[src/rtl/fsl_frame_engine.sv]
// FSL frame engine: buffers a header + L data words, then emits header echo and transformed words.
// Optional checksum trailer enabled by defining FSL_CHECKSUM_EN.
module fsl_frame_engine #(
  parameter int C_FSL_DWIDTH = 32,
  parameter int C_DEPTH      = 8,
  parameter int C_LEN_BITS   = 3
) (
  input  logic                    FSL_Clk,
  input  logic                    FSL_Rst,
  output logic                    FSL_S_Clk,
  input  logic [0:C_FSL_DWIDTH-1] FSL_S_Data,
  input  logic                    FSL_S_Control,
  input  logic                    FSL_S_Exists,
  output logic                    FSL_S_Read,
  output logic                    FSL_M_Clk,
  output logic [0:C_FSL_DWIDTH-1] FSL_M_Data,
  output logic                    FSL_M_Control,
  output logic                    FSL_M_Write,
  input  logic                    FSL_M_Full,
  output logic                    frame_done,
  output logic [15:0]             drop_cnt
);
  localparam int W  = C_FSL_DWIDTH;
  localparam int LB = C_LEN_BITS;
  localparam logic [LB-1:0] ONE = LB'(1);

  typedef enum logic [2:0] {
    S_IDLE, S_LOAD, S_ECHO, S_DRAIN
`ifdef FSL_CHECKSUM_EN
    , S_TRAILER
`endif
  } state_t;

  state_t          r_state, w_next;
  logic [W-1:0]    r_buf [C_DEPTH];
  logic [W-1:0]    r_hdr;
  logic [3:0]      r_op;
  logic [LB-1:0]   r_len, r_wr_ptr, r_rd_idx;
  logic [15:0]     r_drop;
  logic            r_done;
`ifdef FSL_CHECKSUM_EN
  logic [W-1:0]    r_csum;
`endif

  // Internal vectors are little-endian; FSL bit 0 (MSB) lands on [W-1].
  logic [W-1:0]    w_sdata, w_mdata, w_word, w_xf;
  logic [LB-1:0]   w_len_m1, w_ridx;
  logic            w_mctl, w_last_wr, w_last_rd;
  logic [15:0]     w_drop_add;
  logic [16:0]     w_drop_sum;

  assign FSL_S_Clk     = FSL_Clk;
  assign FSL_M_Clk     = FSL_Clk;
  assign w_sdata       = FSL_S_Data;
  assign FSL_M_Data    = w_mdata;
  assign FSL_M_Control = w_mctl;
  assign frame_done    = r_done;
  assign drop_cnt      = r_drop;

  // L=0 encodes C_DEPTH; modulo arithmetic on LB bits handles that for free.
  assign w_len_m1  = r_len - ONE;
  assign w_last_wr = (r_wr_ptr == w_len_m1);
  assign w_last_rd = (r_rd_idx == w_len_m1);
  assign w_ridx    = (r_op == 4'd1) ? (w_len_m1 - r_rd_idx) : r_rd_idx;
  assign w_word    = r_buf[w_ridx];

  always_comb begin
    w_xf = w_word;
    case (r_op)
      4'd2: w_xf = ~w_word;
      4'd3: for (int i = 0; i < W/8; i++) w_xf[8*i +: 8] = w_word[W-8-8*i +: 8];
      default: w_xf = w_word;
    endcase
  end

  always_comb begin
    w_drop_add = (r_state == S_IDLE) ? 16'd1 : {{(16-LB){1'b0}}, r_wr_ptr};
    w_drop_sum = {1'b0, r_drop} + {1'b0, w_drop_add};
  end

  always_ff @(posedge FSL_Clk or posedge FSL_Rst) begin
    if (FSL_Rst) r_state <= S_IDLE;
    else         r_state <= w_next;
  end

  always_comb begin
    w_next      = r_state;
    FSL_S_Read  = 1'b0;
    FSL_M_Write = 1'b0;
    w_mdata     = '0;
    w_mctl      = 1'b0;
    case (r_state)
      S_IDLE: begin
        FSL_S_Read = FSL_S_Exists;
        if (FSL_S_Exists && FSL_S_Control) w_next = S_LOAD;
      end
      S_LOAD: begin
        FSL_S_Read = FSL_S_Exists;
        if (FSL_S_Exists && !FSL_S_Control && w_last_wr) w_next = S_ECHO;
      end
      S_ECHO: begin
        FSL_M_Write = !FSL_M_Full;
        w_mdata     = r_hdr;
        w_mctl      = 1'b1;
        if (!FSL_M_Full) w_next = S_DRAIN;
      end
      S_DRAIN: begin
        FSL_M_Write = !FSL_M_Full;
        w_mdata     = w_xf;
`ifdef FSL_CHECKSUM_EN
        if (!FSL_M_Full && w_last_rd) w_next = S_TRAILER;
`else
        if (!FSL_M_Full && w_last_rd) w_next = S_IDLE;
`endif
      end
`ifdef FSL_CHECKSUM_EN
      S_TRAILER: begin
        FSL_M_Write = !FSL_M_Full;
        w_mdata     = r_csum;
        w_mctl      = 1'b1;
        if (!FSL_M_Full) w_next = S_IDLE;
      end
`endif
      default: w_next = S_IDLE;
    endcase
  end

  // Frame storage needs no reset: pointers gate every read.
  always_ff @(posedge FSL_Clk) begin
    if (r_state == S_LOAD && FSL_S_Exists && !FSL_S_Control) r_buf[r_wr_ptr] <= w_sdata;
  end

  always_ff @(posedge FSL_Clk or posedge FSL_Rst) begin
    if (FSL_Rst) begin
      r_hdr    <= '0;
      r_op     <= '0;
      r_len    <= '0;
      r_wr_ptr <= '0;
      r_rd_idx <= '0;
      r_drop   <= '0;
      r_done   <= 1'b0;
`ifdef FSL_CHECKSUM_EN
      r_csum   <= '0;
`endif
    end else begin
      r_done <= 1'b0;
      case (r_state)
        S_IDLE, S_LOAD: if (FSL_S_Exists) begin
          if (FSL_S_Control) begin
            if (r_state == S_LOAD) r_drop <= w_drop_sum[16] ? 16'hFFFF : w_drop_sum[15:0];
            r_hdr    <= w_sdata;
            r_op     <= w_sdata[W-1 -: 4];
            r_len    <= w_sdata[LB-1:0];
            r_wr_ptr <= '0;
          end else if (r_state == S_IDLE) begin
            r_drop <= w_drop_sum[16] ? 16'hFFFF : w_drop_sum[15:0];
          end else begin
            r_wr_ptr <= w_last_wr ? '0 : r_wr_ptr + ONE;
          end
        end
        S_ECHO: if (!FSL_M_Full) begin
          r_rd_idx <= '0;
`ifdef FSL_CHECKSUM_EN
          r_csum   <= '0;
`endif
        end
        S_DRAIN: if (!FSL_M_Full) begin
          r_rd_idx <= r_rd_idx + ONE;
`ifdef FSL_CHECKSUM_EN
          r_csum   <= r_csum + w_xf;
`else
          r_done   <= w_last_rd;
`endif
        end
`ifdef FSL_CHECKSUM_EN
        S_TRAILER: if (!FSL_M_Full) r_done <= 1'b1;
`endif
        default: ;
      endcase
    end
  end
endmodule

[config.mk]
export PLATFORM = sky130hd
export DESIGN_NAME = fsl_frame_engine
export DESIGN_NICKNAME = d
export VERILOG_FILES = /design/src/rtl/fsl_frame_engine.sv
export SDC_FILE = /design/constraint.sdc
export NUM_CORES = 1
export LEC_CHECK = 0
export CELL_PAD_IN_SITES_DETAIL_PLACEMENT = 1
export CELL_PAD_IN_SITES_GLOBAL_PLACEMENT = 2
export CORE_ASPECT_RATIO = 0.6
export CORE_UTILIZATION = 41
export CTS_CLUSTER_SIZE = 40
export DETAILED_ROUTE_END_ITERATION = 6
export GPL_ROUTABILITY_DRIVEN = 0
export GPL_TIMING_DRIVEN = 0
export PLACE_DENSITY = 0.82
export SETUP_SLACK_MARGIN = 0.3
export SYNTH_ARGS = -nofsm -noshare
export SYNTH_HDL_FRONTEND = slang
export SYNTH_SLANG_ARGS = --single-unit
[constraint.sdc]
create_clock -name FSL_Clk -period 4 [get_ports FSL_Clk]
set_clock_uncertainty 0.05 [all_clocks]
set_input_delay 0.8 -clock FSL_Clk [delete_from_list [all_inputs] [get_ports FSL_Clk]]
set_output_delay 0.8 -clock FSL_Clk [all_outputs]
set_load 0.02 [all_outputs]
# --- Word-level counts from Yosys, hierarchy flattened ---
# Memories as Yosys holds them, arrays and structs flattened.
# Cells that the tools add are included.
word_totals:
  regBits: 65
  ramBits: 256
  in_bits: 37
  out_inout_bits: 54
  wordCells: 74
  mem_count: 1
mem_list:
  columns: ["name", "words", "word_bits", "read_ports", "rd_ports_with_merged_regs", "wr", "line_no", "source"]
  rows:
  - ["r_buf", 8, 32, 1, 0, 1, "35", "logic [W-1:0] r_buf [C_DEPTH];"]
classes:
  n_addsub: 5
  eq_ne: 15
  mux: 26
  n_bitwise: 1
  n_reduce_logical: 18
ops:
  columns: ["operator", "n"]
  rows:
  - ["32-bit one-hot mux with 2 select lines", 2]
  - ["16-bit 2-to-1 mux", 4]
  - ["3-bit 2-to-1 mux", 11]
  - ["32-bit inverter", 1]
  - ["16-bit by 3-bit adder with 17-bit output", 1]
  - ["3-bit one-hot mux with 4 select lines", 1]
  - ["2-bit != test (second input constant)", 5]
  - ["3-bit AND reduction", 3]
  - ["4-bit by 2-bit equality test with 1-bit output (second input constant)", 2]
  - ["4-bit AND reduction", 2]
  - ["1-bit 2-to-1 mux", 7]
  - ["3-bit by 1-bit adder with 3-bit output (second input constant)", 2]
  - ["3-bit by 2-bit equality test with 1-bit output (second input constant)", 2]
  - ["3-bit equality test", 2]
  - ["1-bit logical AND", 6]
  - ["3-bit one-hot mux with 2 select lines", 1]
  - ["4-bit by 1-bit equality test with 1-bit output (second input constant)", 1]
  - ["2-bit by 1-bit != test with 1-bit output (second input constant)", 2]
  - ["2-bit nonzero test", 2]
  - ["2-bit OR reduction", 2]
  - ["3-bit by 1-bit equality test with 1-bit output (second input constant)", 1]
  - ["3-bit logical NOT", 1]
  - ["3-bit by 1-bit subtractor with 3-bit output (second input constant)", 1]
  - ["3-bit subtractor", 1]
  - ["1-bit logical NOT", 2]

# --- Depth between registers and ports, before layout ---
# An unclocked memory read counts as a cell.
logic_depth:
  word_depth: 7
  depth_mapped: 12
  depth_no_buf: 10

==> results.ini <==
[setup_path]
cp.arrival_ps=3810
startpoint_type=register
crit_path_top_delay_cell=mux4_2
crit_chain=or4b_4 -> buf_6 -> mux2i_4 -> buf_12 -> buf_16 -> mux4_2 -> a222oi_1 -> nand3_1 -> buf_6
worstSetupEndpointType=primary output
crit_required_ps=3150
critical_path_buf_inv_count=4
worst-path-max-fanout=6
crit_top_cell=buf_6
crit_start=r_hdr[31]
slowest_delay_ps=560
path_class=reg2out
rr_startpoint=r_state[0]
path_delay_family=multiplexers

[route]
routed_wl_um=41310
dr.pass1.iters=7
drtIter0Drc=967
wl_met3_um=3928
routed.top_layer=met4
avgRoutedWirePerCell_um=29.74
m1WireLength_um=18310
wl_met2_um=18320
antenna_left=0
drc=0
dr_total_vias=8388
vias_per_cell=6.039

[logic_synthesis]
synth_compound_area_frac=0.03738
async_flop_share=0.1821
ys.flop_type=edfxtp_1
syn-num-nets=804
synthSimpleGateAreaFrac=0.04482
synth-edff-count=256
seq_area_frac_synth=0.6691
synth.cell_area_um2=13620
synthXorXnorAreaFrac=0.01203
ys_seq_elements=313
syn_inst=753
yosys_warnings=0
synth_adder_area_share=0.01396
synth_cell_type_count=50
synth_mux_area_frac=0.1979
synth_top_family_by_area=multiplexers
avgSynthCellArea_um2=18.09

[sta]
setup_viol=32
fmaxAchievable_ghz=0.2147
worst_slack_ps=-658.7
hold_slack_ps=385.7
fin_crit_sh=1.165
period_needed_ps=4659
finalSetupTns_ps=-17860
rsz0062_at_grt=yes
max_slew_margin=0.2810
drv_slew=0
tightest_slew_ps=1078
hold_viol_final=0

[floorplanning]
rows=51
core_um2=32540
start_util=0.4186
io_pins=91
chipWidth_um=237.3
die_y_um=143.2
die_area_um2=33980

[place]
dpl.hpwl_um=25870
portBuffers=89
place_ws_ps=-895.6

[clocking]
clock_latency_ps=690
tritoncts=yes
clk_pin_slew_ps=70
postCtsHoldBufs=0

[layout]
mostFrequentLayoutCell=edfxtp_1
fillers=2991
layout_common_cells=edfxtp_1 (256), mux2i_1 (64), mux4_2 (63), clkdlybuf4s50_1 (55), dfrtp_1 (54)
syn2layout_area_growth_pct=25.69
num_antenna_cells=0
final_layout_size_suffix_gt1_frac=0.3233
final_nets=994

[pwr]
power.density_nw_per_um2=781.5
leakage_nw=6.182
vdd_drop_max_mv=0.3964

[outcome]
status=finished with violations
violations=negative setup slack

[global_route]
grt_antenna_before_repair=0
grt_pass1_wl_um=59680
grt.overflow.total=0
grt_pass1_vias=8589
track_usage=0.2477
grt_max_degree=58

[flow_run]
cap_violations=0

[hold_path]
hp-start=FSL_S_Control
hold_class=in2reg

[report_power, final]
part / internal (mW) / switching (mW) / total, mW / leakage (nW)
Clock: 1.83 / 1.30 / 3.13 / 0.531
Sequential: 3.83 / 0.228 / 4.06 / 3.01
Combinational: 2.98 / 3.21 / 6.19 / 2.64
[synthesized netlist by cell type (2+ instances only)]
master	n	share of area
a222oi_1	31	0.023
mux2i_1	65	0.048
dfrtp_1	57	0.10
nand4b_1	2	0.0013
buf_2	21	0.0077
buf_4	3	0.0017
mux4_1	44	0.085
buf_6	8	0.0066
buf_1	3	0.00083
fa_1	2	0.0029
ha_1	12	0.011
nand4_1	3	0.0014
nor3b_1	2	0.0011
xnor2_1	8	0.0051
nand2b_1	3	0.0014
nand3_1	43	0.016
nor4_1	4	0.0018
mux2_2	37	0.031
o21ai_0	9	0.0033
or3_1	3	0.0014
or4b_1	2	0.0015
a21oi_1	7	0.0026
nand2_1	25	0.0069
edfxtp_1	256	0.56
nor2_1	15	0.0041
a21o_1	2	0.0011
inv_1	14	0.0039
xnor3_1	3	0.0050
clkbuf_1	13	0.0036
a31oi_1	2	0.00092
mux4_2	20	0.033
xor2_1	3	0.0019
nor3_1	8	0.0029
nor2b_1	6	0.0028
a22oi_1	2	0.0011
[layout make-up]
| class | instances | area, um^2 | share of cell area |
|---|---|---|---|
| inverter | 14 | 55.05 | 0.003215 |
| multi-input combinational | 377 | 4195 | 0.2450 |
| clock buffer | 43 | 883.3 | 0.05159 |
| sequential | 313 | 9117 | 0.5325 |
| timing repair buffer | 153 | 1684 | 0.09836 |
| clock inverter | 16 | 188.9 | 0.01103 |
| buffer | 49 | 466.7 | 0.02726 |
| tap | 424 | 530.5 | 0.03099 |
[worst register-to-register path, cell delays in order, from the launching register on]
cell,delay [ps]
dfrtp_1,400
inv_1,110
ha_1,270
clkbuf_2,260
or2_2,170
ha_1,200
fa_1,230
a21oi_1,100
or4b_1,470
clkbuf_2,200
or3_1,510
clkbuf_2,270
nand2_1,120
[repair_timing]
| item | CTS | global route |
|---|---|---|
| endpoints found under the setup margin | 45 | 42 |
| buffers inserted | 30 | 21 |
| resized for setup | 290 | 19 |
| pin swaps | 56 | 24 |
| cloned | 4 | 0 |
[through the flow]
stage / util / std cells / cell area (um^2) / power [mW]
finish: 0.5261 / 1389 / 17120 / 13.38
global route: 0.5261 / 1389 / 17120 / 13.86
CTS: 0.5185 / 1368 / 16870 / 13.02
floorplan: - / 753 / 13630 / 7.152
global placement: 0.4626 / 1266 / 15050 / 8.978
detailed placement: 0.4715 / 1277 / 15350 / 9.152
[sequential cells by signal (all words and copies together) (netlist names)]
signal	cells
frame_done	1
r_rd_idx	3
r_buf	256
r_wr_ptr	3
drop_cnt	16
r_hdr	32
r_state	2
[metal layers]
layer	GRT usage	vias to the layer above
li1	-	3454
met1	0.3625	4433
met2	0.3638	444
met3	0.06805	57
met4	0.06587	0
met5	0	-
[logic make-up after synthesis]
group           after synthesis
mux                         167
compound gates               62
buf+inv                      63
flops                       313
xor+xnor                     14
fa+ha+maj                    14
simple gates                120
[path summary, 6_finish.rpt]
path,end,slack (ps),cells past startpoint
min in group asynchronous,drop_cnt[9],490,3
min,r_wr_ptr[0],390,2
max,FSL_M_Data[3],-660,9
max in group asynchronous,r_hdr[28],3070,3
max reg2reg,drop_cnt[3],600,12
min reg2reg,r_hdr[17],470,1
Note: power is estimated with default switching activity, not from simulation.
